<file path="src/rtl/idma_reg_mchan_frontend.sv">
// Multi-channel iDMA register frontend: per-channel descriptor queues fed by next_id
// reads, round-robin issue to the backend and in-order completion tracking.
module idma_reg_mchan_frontend #(
  parameter int NumChannels   = 4,
  parameter int QueueDepth    = 2,
  parameter int InflightDepth = 4,
  parameter int IdWidth       = 32
) (
  input  logic                   clk_i,
  input  logic                   rst_i,
  input  logic                   reg_valid_i,
  input  logic                   reg_write_i,
  input  logic [11:0]            reg_addr_i,
  input  logic [63:0]            reg_wdata_i,
  input  logic [7:0]             reg_wstrb_i,
  output logic [63:0]            reg_rdata_o,
  output logic                   reg_error_o,
  output logic                   reg_ready_o,
  output logic                   burst_valid_o,
  input  logic                   burst_ready_i,
  output logic [63:0]            burst_src_addr_o,
  output logic [63:0]            burst_dst_addr_o,
  output logic [63:0]            burst_length_o,
  output logic                   burst_decouple_o,
  output logic                   burst_deburst_o,
  output logic [3:0]             burst_axi_id_o,
  input  logic                   trans_complete_i,
  output logic [NumChannels-1:0] busy_o
);
  localparam int ChW   = (NumChannels > 1) ? $clog2(NumChannels) : 1;
  localparam int QPtrW = (QueueDepth > 1) ? $clog2(QueueDepth) : 1;
  localparam int QCntW = $clog2(QueueDepth + 1);
  localparam int FPtrW = (InflightDepth > 1) ? $clog2(InflightDepth) : 1;
  localparam int FCntW = $clog2(InflightDepth + 1);

  typedef struct packed {
    logic [63:0]        src;
    logic [63:0]        dst;
    logic [63:0]        len;
    logic [1:0]         conf;
    logic [IdWidth-1:0] id;
  } desc_t;

  logic [63:0]              src_q     [NumChannels];
  logic [63:0]              dst_q     [NumChannels];
  logic [63:0]              len_q     [NumChannels];
  logic [1:0]               conf_q    [NumChannels];
  logic [IdWidth-1:0]       next_id_q [NumChannels];
  logic [IdWidth-1:0]       done_q    [NumChannels];

  desc_t                    qmem      [NumChannels][QueueDepth];
  logic [QPtrW-1:0]         q_rd      [NumChannels];
  logic [QPtrW-1:0]         q_wr      [NumChannels];
  logic [QCntW-1:0]         q_cnt     [NumChannels];
  logic [NumChannels-1:0]   q_push;
  logic [NumChannels-1:0]   q_pop;

  logic [ChW-1:0]           f_ch      [InflightDepth];
  logic [InflightDepth-1:0] f_vld;
  logic [FPtrW-1:0]         f_rd;
  logic [FPtrW-1:0]         f_wr;
  logic [FCntW-1:0]         f_cnt;

  logic [ChW-1:0]           rr_ptr;
  logic [ChW-1:0]           rr_ch;
  logic                     rr_found;
  logic                     hold_q;
  logic [ChW-1:0]           hold_ch_q;
  logic [ChW-1:0]           gnt_ch;
  logic                     hs;
  logic                     cpl;

  logic [5:0]               ch_idx;
  logic [2:0]               offs;
  logic [ChW-1:0]           sel;
  logic                     req_err;
  logic                     wr_en;
  logic                     rd_en;
  logic                     sel_full;
  logic                     id_push;

  function automatic logic [63:0] apply_strb(input logic [63:0] old_v,
                                             input logic [63:0] new_v,
                                             input logic [7:0]  strb);
    logic [63:0] r;
    r = old_v;
    for (int b = 0; b < 8; b++) begin
      if (strb[b]) r[b*8 +: 8] = new_v[b*8 +: 8];
    end
    return r;
  endfunction

  // IDs never take the value 0, so 0 can mean "nothing issued/completed yet".
  function automatic logic [IdWidth-1:0] id_inc(input logic [IdWidth-1:0] v);
    return (v == '1) ? IdWidth'(1) : v + IdWidth'(1);
  endfunction

  function automatic logic [QPtrW-1:0] q_inc(input logic [QPtrW-1:0] p);
    return (p == QPtrW'(QueueDepth - 1)) ? '0 : p + QPtrW'(1);
  endfunction

  function automatic logic [FPtrW-1:0] f_inc(input logic [FPtrW-1:0] p);
    return (p == FPtrW'(InflightDepth - 1)) ? '0 : p + FPtrW'(1);
  endfunction

  assign ch_idx      = reg_addr_i[11:6];
  assign offs        = reg_addr_i[5:3];
  assign sel         = ch_idx[ChW-1:0];
  assign reg_ready_o = 1'b1;

  assign req_err  = reg_valid_i && ((reg_addr_i[2:0] != 3'd0) || (int'(ch_idx) >= NumChannels) ||
                                    (offs == 3'd7) || (reg_write_i && (offs >= 3'd4)));
  assign wr_en    = reg_valid_i && reg_write_i && !req_err;
  assign rd_en    = reg_valid_i && !reg_write_i && !req_err;
  assign sel_full = (q_cnt[sel] == QCntW'(QueueDepth));
  assign id_push  = rd_en && (offs == 3'd5) && (len_q[sel] != '0) && !sel_full;
  assign reg_error_o = req_err;

  always_comb begin
    reg_rdata_o = '0;
    if (rd_en) begin
      case (offs)
        3'd0:    reg_rdata_o = src_q[sel];
        3'd1:    reg_rdata_o = dst_q[sel];
        3'd2:    reg_rdata_o = len_q[sel];
        3'd3:    reg_rdata_o = {62'd0, conf_q[sel]};
        3'd4:    reg_rdata_o = {55'd0, sel_full, 4'(q_cnt[sel]), 3'd0, busy_o[sel]};
        3'd5:    reg_rdata_o = id_push ? 64'(next_id_q[sel]) : '0;
        3'd6:    reg_rdata_o = 64'(done_q[sel]);
        default: reg_rdata_o = '0;
      endcase
    end
  end

  always_comb begin : rr_pick
    int idx;
    idx      = 0;
    rr_found = 1'b0;
    rr_ch    = '0;
    for (int i = 0; i < NumChannels; i++) begin
      idx = (int'(rr_ptr) + i) % NumChannels;
      if (!rr_found && (q_cnt[idx] != '0)) begin
        rr_found = 1'b1;
        rr_ch    = ChW'(idx);
      end
    end
  end

  // A grant offered without ready is frozen in hold_ch_q until the handshake.
  assign gnt_ch        = hold_q ? hold_ch_q : rr_ch;
  assign burst_valid_o = (hold_q || rr_found) && (f_cnt < FCntW'(InflightDepth));
  assign hs            = burst_valid_o && burst_ready_i;
  assign cpl           = trans_complete_i && (f_cnt != '0);

  assign burst_src_addr_o = qmem[gnt_ch][q_rd[gnt_ch]].src;
  assign burst_dst_addr_o = qmem[gnt_ch][q_rd[gnt_ch]].dst;
  assign burst_length_o   = qmem[gnt_ch][q_rd[gnt_ch]].len;
  assign burst_decouple_o = qmem[gnt_ch][q_rd[gnt_ch]].conf[0];
  assign burst_deburst_o  = qmem[gnt_ch][q_rd[gnt_ch]].conf[1];
  assign burst_axi_id_o   = 4'(gnt_ch);

  always_comb begin
    for (int c = 0; c < NumChannels; c++) begin
      q_push[c] = id_push && (sel == ChW'(c));
      q_pop[c]  = hs && (gnt_ch == ChW'(c));
      busy_o[c] = (q_cnt[c] != '0);
      for (int k = 0; k < InflightDepth; k++) begin
        if (f_vld[k] && (f_ch[k] == ChW'(c))) busy_o[c] = 1'b1;
      end
    end
  end

  always_ff @(posedge clk_i) begin
    if (rst_i) begin
      for (int c = 0; c < NumChannels; c++) begin
        src_q[c]     <= '0;
        dst_q[c]     <= '0;
        len_q[c]     <= '0;
        conf_q[c]    <= '0;
        next_id_q[c] <= IdWidth'(1);
        done_q[c]    <= '0;
        q_rd[c]      <= '0;
        q_wr[c]      <= '0;
        q_cnt[c]     <= '0;
        for (int d = 0; d < QueueDepth; d++) qmem[c][d] <= '0;
      end
      for (int k = 0; k < InflightDepth; k++) f_ch[k] <= '0;
      f_vld     <= '0;
      f_rd      <= '0;
      f_wr      <= '0;
      f_cnt     <= '0;
      rr_ptr    <= '0;
      hold_q    <= 1'b0;
      hold_ch_q <= '0;
    end else begin
      if (wr_en) begin
        case (offs)
          3'd0:    src_q[sel] <= apply_strb(src_q[sel], reg_wdata_i, reg_wstrb_i);
          3'd1:    dst_q[sel] <= apply_strb(dst_q[sel], reg_wdata_i, reg_wstrb_i);
          3'd2:    len_q[sel] <= apply_strb(len_q[sel], reg_wdata_i, reg_wstrb_i);
          3'd3:    if (reg_wstrb_i[0]) conf_q[sel] <= reg_wdata_i[1:0];
          default: ;
        endcase
      end

      if (id_push) begin
        qmem[sel][q_wr[sel]] <= '{src: src_q[sel], dst: dst_q[sel], len: len_q[sel],
                                  conf: conf_q[sel], id: next_id_q[sel]};
        next_id_q[sel]       <= id_inc(next_id_q[sel]);
      end

      for (int c = 0; c < NumChannels; c++) begin
        if (q_push[c]) q_wr[c] <= q_inc(q_wr[c]);
        if (q_pop[c])  q_rd[c] <= q_inc(q_rd[c]);
        case ({q_push[c], q_pop[c]})
          2'b10:   q_cnt[c] <= q_cnt[c] + QCntW'(1);
          2'b01:   q_cnt[c] <= q_cnt[c] - QCntW'(1);
          default: ;
        endcase
      end

      // Completion frees the oldest slot; a handshake only lands on a free one.
      if (cpl) begin
        f_vld[f_rd]        <= 1'b0;
        f_rd               <= f_inc(f_rd);
        done_q[f_ch[f_rd]] <= id_inc(done_q[f_ch[f_rd]]);
      end
      if (hs) begin
        f_ch[f_wr]  <= gnt_ch;
        f_vld[f_wr] <= 1'b1;
        f_wr        <= f_inc(f_wr);
        rr_ptr      <= (gnt_ch == ChW'(NumChannels - 1)) ? '0 : gnt_ch + ChW'(1);
      end
      case ({hs, cpl})
        2'b10:   f_cnt <= f_cnt + FCntW'(1);
        2'b01:   f_cnt <= f_cnt - FCntW'(1);
        default: ;
      endcase

      hold_q    <= burst_valid_o && !burst_ready_i;
      hold_ch_q <= gnt_ch;
    end
  end
endmodule

</file>
<file path="config.mk">
export PLATFORM = sky130hd
export DESIGN_NAME = idma_reg_mchan_frontend
export DESIGN_NICKNAME = d
export VERILOG_FILES = /design/src/rtl/idma_reg_mchan_frontend.sv
export SDC_FILE = /design/constraint.sdc
export NUM_CORES = 2
export LEC_CHECK = 0
export BUFFER_PORTS_ARGS = -buffer_cell sky130_fd_sc_hd__buf_4
export CORE_ASPECT_RATIO = 1.2
export CORE_MARGIN = 3
export CORE_UTILIZATION = 63
export DETAILED_ROUTE_END_ITERATION = 12
export PLACE_DENSITY_LB_ADDON = 0.05
export SYNTH_ARGS = -nofsm -noshare
export SYNTH_HDL_FRONTEND = slang
export SYNTH_SLANG_ARGS = --single-unit
</file>
<file path="constraint.sdc">
create_clock -name clk_i -period 17.7 [get_ports clk_i]
set_input_delay 2.655 -clock clk_i [delete_from_list [all_inputs] [get_ports clk_i]]
set_output_delay 2.655 -clock clk_i [all_outputs]
set_load 0.005 [all_outputs]
</file>
# --- Yosys cells after proc, flatten, opt, wreduce, memory -nomap -nowiden ---
# Memories as Yosys holds them, arrays and structs flattened. A register that Yosys moved wholly into a read port is not among the register bits.
# Index checks and enable logic that the tools add are counted.
op_classes:
  n_addsub: 26
  n_mul: 0
  n_div: 0
  magnitude_cmp: 11
  n_eq_ne: 40
  n_shift: 0
  n_mux: 273
  bitwise: 21
  reduce_logical: 81
ops:
  columns: ["op", "n"]
  rows:
  - ["$mux 452", 3]
  - ["$mux 226", 4]
  - ["$mux 8", 96]
  - ["$reduce_or 452->1", 1]
  - ["$pmux 64 s7", 1]
  - ["$mux 64", 4]
  - ["$demux 226 s1", 1]
  - ["$reduce_or 64->1", 3]
  - ["$mux 32", 5]
  - ["$mux 1", 122]
  - ["$add 32x1->32 const B", 2]
  - ["$eq 32x32->1 const B", 2]
  - ["$reduce_bool 64->1", 1]
  - ["$reduce_or 32->1", 2]
  - ["$mux 2", 30]
  - ["$logic_and 1x1->1", 43]
  - ["$eq 2x2->1 const B", 20]
  - ["$eq 2x1->1 const B", 11]
  - ["$reduce_bool 2->1", 9]
  - ["$add 2x1->2 const B", 8]
  - ["$or 1x1->1", 16]
  - ["$eq 3x3->1 const B", 4]
  - ["$logic_not 2->1", 6]
  - ["$mux 4", 3]
  - ["other kinds (26)", 55]
word_totals:
  reg_bits: 16
  latchBits: 0
  ramBits: 2864
  mem_bits_ro: 0
  input_bits: 90
  output_inout_bits: 269
  wordCells: 470
  memories: 11
memory_table:
  columns: ["name", "depth", "width", "rd", "rd_clocked_by_memory_dff", "write_ports", "line_no", "rtl"]
  rows:
  - ["qmem", 4, 452, 1, 0, 4, "51", "desc_t qmem [NumChannels][QueueDepth];"]
  - ["dst_q", 4, 64, 1, 0, 4, "45", "logic [63:0] dst_q [NumChannels];"]
  - ["len_q", 4, 64, 1, 0, 4, "46", "logic [63:0] len_q [NumChannels];"]
  - ["src_q", 4, 64, 1, 0, 4, "44", "logic [63:0] src_q [NumChannels];"]
  - ["done_q", 4, 32, 2, 0, 4, "49", "logic [IdWidth-1:0] done_q [NumChannels];"]
  - ["next_id_q", 4, 32, 1, 0, 4, "48", "logic [IdWidth-1:0] next_id_q [NumChannels];"]
  - ["+5 memories", null, null, null, null, null, null, null]

# --- Longest topological paths before layout ---
logic_depth:
  ltp_word: 21
  mapped_depth: 17
  depth_no_buf: 12

# --- Worst setup path before layout ---
# OpenSTA, ideal clock, no wires.
synth_timing:
  path_kind: "input port to flip-flop"
  start: "input port reg_addr_i[6]"
  end: "memory qmem[0][258] in the netlist's numbering (enable)"
  setup_time_ns: 0.751
  arrival_ns: 12.901
  required_time_ns: 16.949
  slack_ns: 4.047
  stages: 13
  path_buffers: 9
  cell_sequence: "buf_2 -> buf_6 -> buf_6 -> buf_6 -> buf_4 -> buf_4 -> buf_4 -> buf_2 -> or2_2 -> clkbuf_1 -> nor3_1 -> nor2_1 -> nor2_1"
synth_lines:
  columns: ["item", "line_no", "rtl"]
  rows:
  - ["start: declaration", "13", "input logic [11:0] reg_addr_i,"]
  - ["end: declaration", "51", null]

# --- Final worst setup path ---
layout_timing:
  start: "input port reg_addr_i[6]"
  end: "output port reg_rdata_o[19]"
layout_between:
  elab_chain_cells: 13
  word_cells_on_any_way: 22
  classes_between: "order compare (1); eq/ne (1); mux (3); reduce/logical (11); memory (6)"
layout_rtl:
  columns: ["item", "line_no", "rtl"]
  rows:
  - ["$ge 6x3->1", "111", "assign req_err = reg_valid_i && ((reg_addr_i[2:0] != 3'd0) || (int'(ch_idx) >= NumChannels) ||"]
  - ["$logic_or 1x1->1 (2 in series)", "111", null]
  - ["$logic_or 1x1->1", "112", "(offs == 3'd7) || (reg_write_i && (offs >= 3'd4)));"]
  - ["$logic_and 1x1->1", "111", null]
  - ["$logic_not 1->1", "114", "assign rd_en = reg_valid_i && !reg_write_i && !req_err;"]
  - ["$logic_and 1x1->1", "114", null]
  - ["$logic_and 1x1->1 (3 in series)", "116", "assign id_push = rd_en && (offs == 3'd5) && (len_q[sel] != '0) && !sel_full;"]
  - ["$mux 32", "128", "3'd5: reg_rdata_o = id_push ? 64'(next_id_q[sel]) : '0;"]
  - ["$pmux 64 s7", "122", "case (offs)"]
  - ["$mux 64 (*)", "121", "if (rd_en) begin"]
  - ["end: declaration", "16", "output logic [63:0] reg_rdata_o,"]
# Mark *: on every way between the ends. The rest lies on a longest branch, timed or not.

==> reports/qor.txt <==
Skew-Pair Late Insertion Delay: 0.92 ns
final net count: 9784
starting density of the core: 63.52%
Cell Area, Synth: 122100 µm²
cell with the largest stage delay on the worst path: sky130_fd_sc_hd__buf_4
average size of a mapped cell: 12.86 µm²
CP peak stage delay: 0.86 ns
final sum of negative setup slack: 0 ns
number of setup violations in the final report: 0
Sink Count: 2628
synthesis-to-finish area growth: 10.49%
EDFF count, synth: 2608
Crit path top cell by count: sky130_fd_sc_hd__buf_4
count of vias placed by the detailed router: 79050
Worst Hold Launch: f_cnt[2]
combined buffer and inverter count along the critical path: 6
post-detail-place hpwl: 203500 µm
Yosys reg bits: 2628
Std-Cell Rows: 176
run status: complete, no violations
gr ovfl total: 0
number of cells on the worst reg-to-reg path: 12
crit path launch type: input port
sw power: 6.437 mW
fraction of layout cells with a size suffix above 1: 14.73%
skew final: 0.04929 ns
clock power share: 27.1%
fraction of synthesis flops using an asynchronous set or reset pin: 0%
required time at the endpoint of the critical path: 15.05 ns
Detailed Route WL: 349500 µm
critical path's top delay family: buffers and inverters
shortest period the worst path allows: 11.02 ns
predominant post-synthesis flop cell: sky130_fd_sc_hd__edfxtp_1
RSZ-0062 raised after global routing: false
total track usage: 34.74%
data arrival time of the worst path: 8.36 ns
sw frac: 32.17%
wire length per cell: 28.07 µm
origin of the critical flop-to-flop path: len_q[3][55]
Clock H-tree levels: 5
Resized Gates After CTS: 0
nature of the critical path endpoint: output port
final hold violation count: 0
total stage count of the critical path: 13
max_cap viols: 0
Clock Tree Root: sky130_fd_sc_hd__clkbuf_16
launch point of the worst path: reg_addr_i[6]
Tightest Pin Transition: 1.422 ns
Chip Width: 407.9 µm
upper clock frequency limit: 90.77 MHz
top area cells in the synthesized netlist: sky130_fd_sc_hd__edfxtp_1 64%, sky130_fd_sc_hd__mux2i_1 12%, sky130_fd_sc_hd__nor2_1 7.8%
CP Max Fanout: 117
Yosys top cell by area: sky130_fd_sc_hd__edfxtp_1
post-synthesis sequential area ratio: 64.46%
Placer Congestion: 0.8890
area share of the leading cell type in the synthesized netlist: 64.13%
clock-pin slew on the worst setup and hold paths: 0.06 ns
floorplan core area: 192200 µm²
leakage power summed over all cells: 51.39 nW
first-pass GRT wire length: 511400 µm
critical path class: input port to output port
number of DRC markers after the initial detailed-route iteration: 9361
die height: 488.3 µm
list of cells traversed by the critical path: buf_8 -> buf_12 -> buf_4 -> mux4_2 -> nor4_1 -> nand4_1 -> nor4_2 -> buf_4 -> nor2_2 -> buf_4 -> a21oi_1 -> nor2_1 -> buf_4
Reg power frac: 36.2%
deepest clock path buffer count: 4
cts bufs inserted: 279
count of hold-fix buffers inserted at cts: 0
buffers inserted by post-CTS timing repair: 0
initial antenna violation count: 22
number of instances in the synthesized netlist: 9496
total power: 20.01 mW
distinct cell type count after synthesis: 70
most used standard cells in the synthesized netlist: 2608 x sky130_fd_sc_hd__edfxtp_1, 2543 x sky130_fd_sc_hd__nor2_1, 1446 x sky130_fd_sc_hd__mux2i_1
DR vias/cell: 6.350
CTS tree: built
die area: 199200 µm²
number of warnings reported in the yosys synthesis log: 0
worst slew margin relative to its limit: 4.841%
# DRC: 0
largest net degree at the start of global routing: 184
antenna violation net count after detailed routing: 0
min-delay worst type: register to register
worst-case vdd ir drop: 0.2273 mV
Gate power share: 36.6%
number of max-slew violations in the final report: 0
via count of the first global-routing pass: 79390
dominant cell by count in the synthesized netlist: sky130_fd_sc_hd__edfxtp_1
Period Utilization, post-route: 62.24%
I/O pin count: 359
Port Buf Inserts: 355
Worst Hold Path Cells: 2
internal power summed over all cells: 13.57 mW
detailed-routing iteration count for the pre-antenna-repair pass: 6
power density relative to cell area: 148.3 nW/µm²
cell families after synthesis:
logic type / count (synthesis) / synth area share, %
other: 2 / 0.006150
XOR/XNOR: 68 / 0.4877
multiplexers: 1985 / 18.11
flip-flops: 2628 / 64.46
buffers and inverters: 873 / 3.304
AO/OA/AOI/OAI: 623 / 2.810
adder cells (fa/ha/maj): 17 / 0.1803
AND/OR/NAND/NOR: 3300 / 10.64
cells in the final DEF (no fill, tap or decap), types with 35 or more instances in the layout:
master	n
sky130_fd_sc_hd__clkbuf_1	73
sky130_fd_sc_hd__nand3_1	35
sky130_fd_sc_hd__inv_1	225
sky130_fd_sc_hd__nand2_1	515
sky130_fd_sc_hd__mux4_2	139
sky130_fd_sc_hd__buf_4	527
sky130_fd_sc_hd__edfxtp_1	2608
sky130_fd_sc_hd__mux2i_1	1446
sky130_fd_sc_hd__mux2_2	371
sky130_fd_sc_hd__xor2_1	41
sky130_fd_sc_hd__clkinv_1	54
sky130_fd_sc_hd__o21ai_1	194
sky130_fd_sc_hd__a21oi_1	109
sky130_fd_sc_hd__nor2_1	2533
sky130_fd_sc_hd__clkbuf_16	287
sky130_fd_sc_hd__o22ai_1	37
sky130_fd_sc_hd__o21ai_0	201
sky130_fd_sc_hd__and2_1	40
power by group through the flow:
stage | clock network, mW | registers, mW | logic [mW]
2_1_floorplan | 0 | 7.40 | 4.62
3_5_place_dp | 0 | 7.38 | 7.32
3_3_place_gp | 0 | 7.36 | 7.26
6_report | 5.43 | 7.25 | 7.33
4_1_cts | 5.46 | 7.25 | 7.35
5_1_grt | 5.72 | 7.28 | 7.70
flip-flops by register name, indices dropped and copies added (netlist names), 3 cells and up, named ones only:
name	flops
qmem	1552
dst_q	256
len_q	256
src_q	256
done_q	128
next_id_q	128
conf_q	8
f_ch	8
q_cnt	8
f_vld	4
q_rd	4
q_wr	4
f_cnt	3
final timing paths:
check	end	slack, ns
setup / recovery	reg_rdata_o[19]	6.68
hold / removal	f_cnt[2]	0.51
setup reg to reg	qmem[2][138]	11.09
hold reg to reg	f_cnt[2]	0.51
worst register-to-register path: stages, from the launching register on:
cell and delay [ns]:
sky130_fd_sc_hd__edfxtp_1 0.41, sky130_fd_sc_hd__mux4_2 0.53, sky130_fd_sc_hd__nor4_1 0.88, sky130_fd_sc_hd__nand4_1 0.37, sky130_fd_sc_hd__nor4_2 0.79, sky130_fd_sc_hd__buf_4 0.28, sky130_fd_sc_hd__nor2_2 0.05, sky130_fd_sc_hd__buf_4 0.25
sky130_fd_sc_hd__and2_1 0.29, sky130_fd_sc_hd__nand2_4 0.65, sky130_fd_sc_hd__buf_4 0.79, sky130_fd_sc_hd__buf_4 0.89, sky130_fd_sc_hd__nor2_1 0.17
per-layer routing:
| layer | GRT usage (%) | wire (µm) |
|---|---|---|
| met5 | 0 | 57 |
| met2 | 56.27 | 166800 |
| met4 | 16.04 | 17930 |
| met3 | 7.459 | 36470 |
| met1 | 45.33 | 128200 |
final cells by class:
| cell class | count | area, µm² |
|---|---|---|
| Clock buffer | 361 | 7470 |
| Clock inverter | 99 | 730.7 |
| Multi-Input combinational cell | 5996 | 39660 |
| Fill cell | 13450 | 57310 |
| Sequential cell | 2628 | 78720 |
| Antenna cell | 12 | 30.03 |
| Inverter | 231 | 874.6 |
| Timing Repair Buffer | 541 | 4227 |
| Tap cell | 2581 | 3229 |
metrics by stage:
stage	setup slack (ns)	cell area [µm²]	hold slack, ns	std cells	util [%]
after floorplan	4.047	122100	0.4710	9497	-
after global placement	7.070	126700	0.4887	11980	65.91
after detailed placement	6.961	126700	0.5100	11980	65.91
after CTS	6.902	134900	0.5149	12440	70.17
after global routing	6.506	134900	0.5486	12440	70.17
final	6.684	134900	0.5094	12450	70.19
No activity file was read; power rests on OpenSTA's default activity.
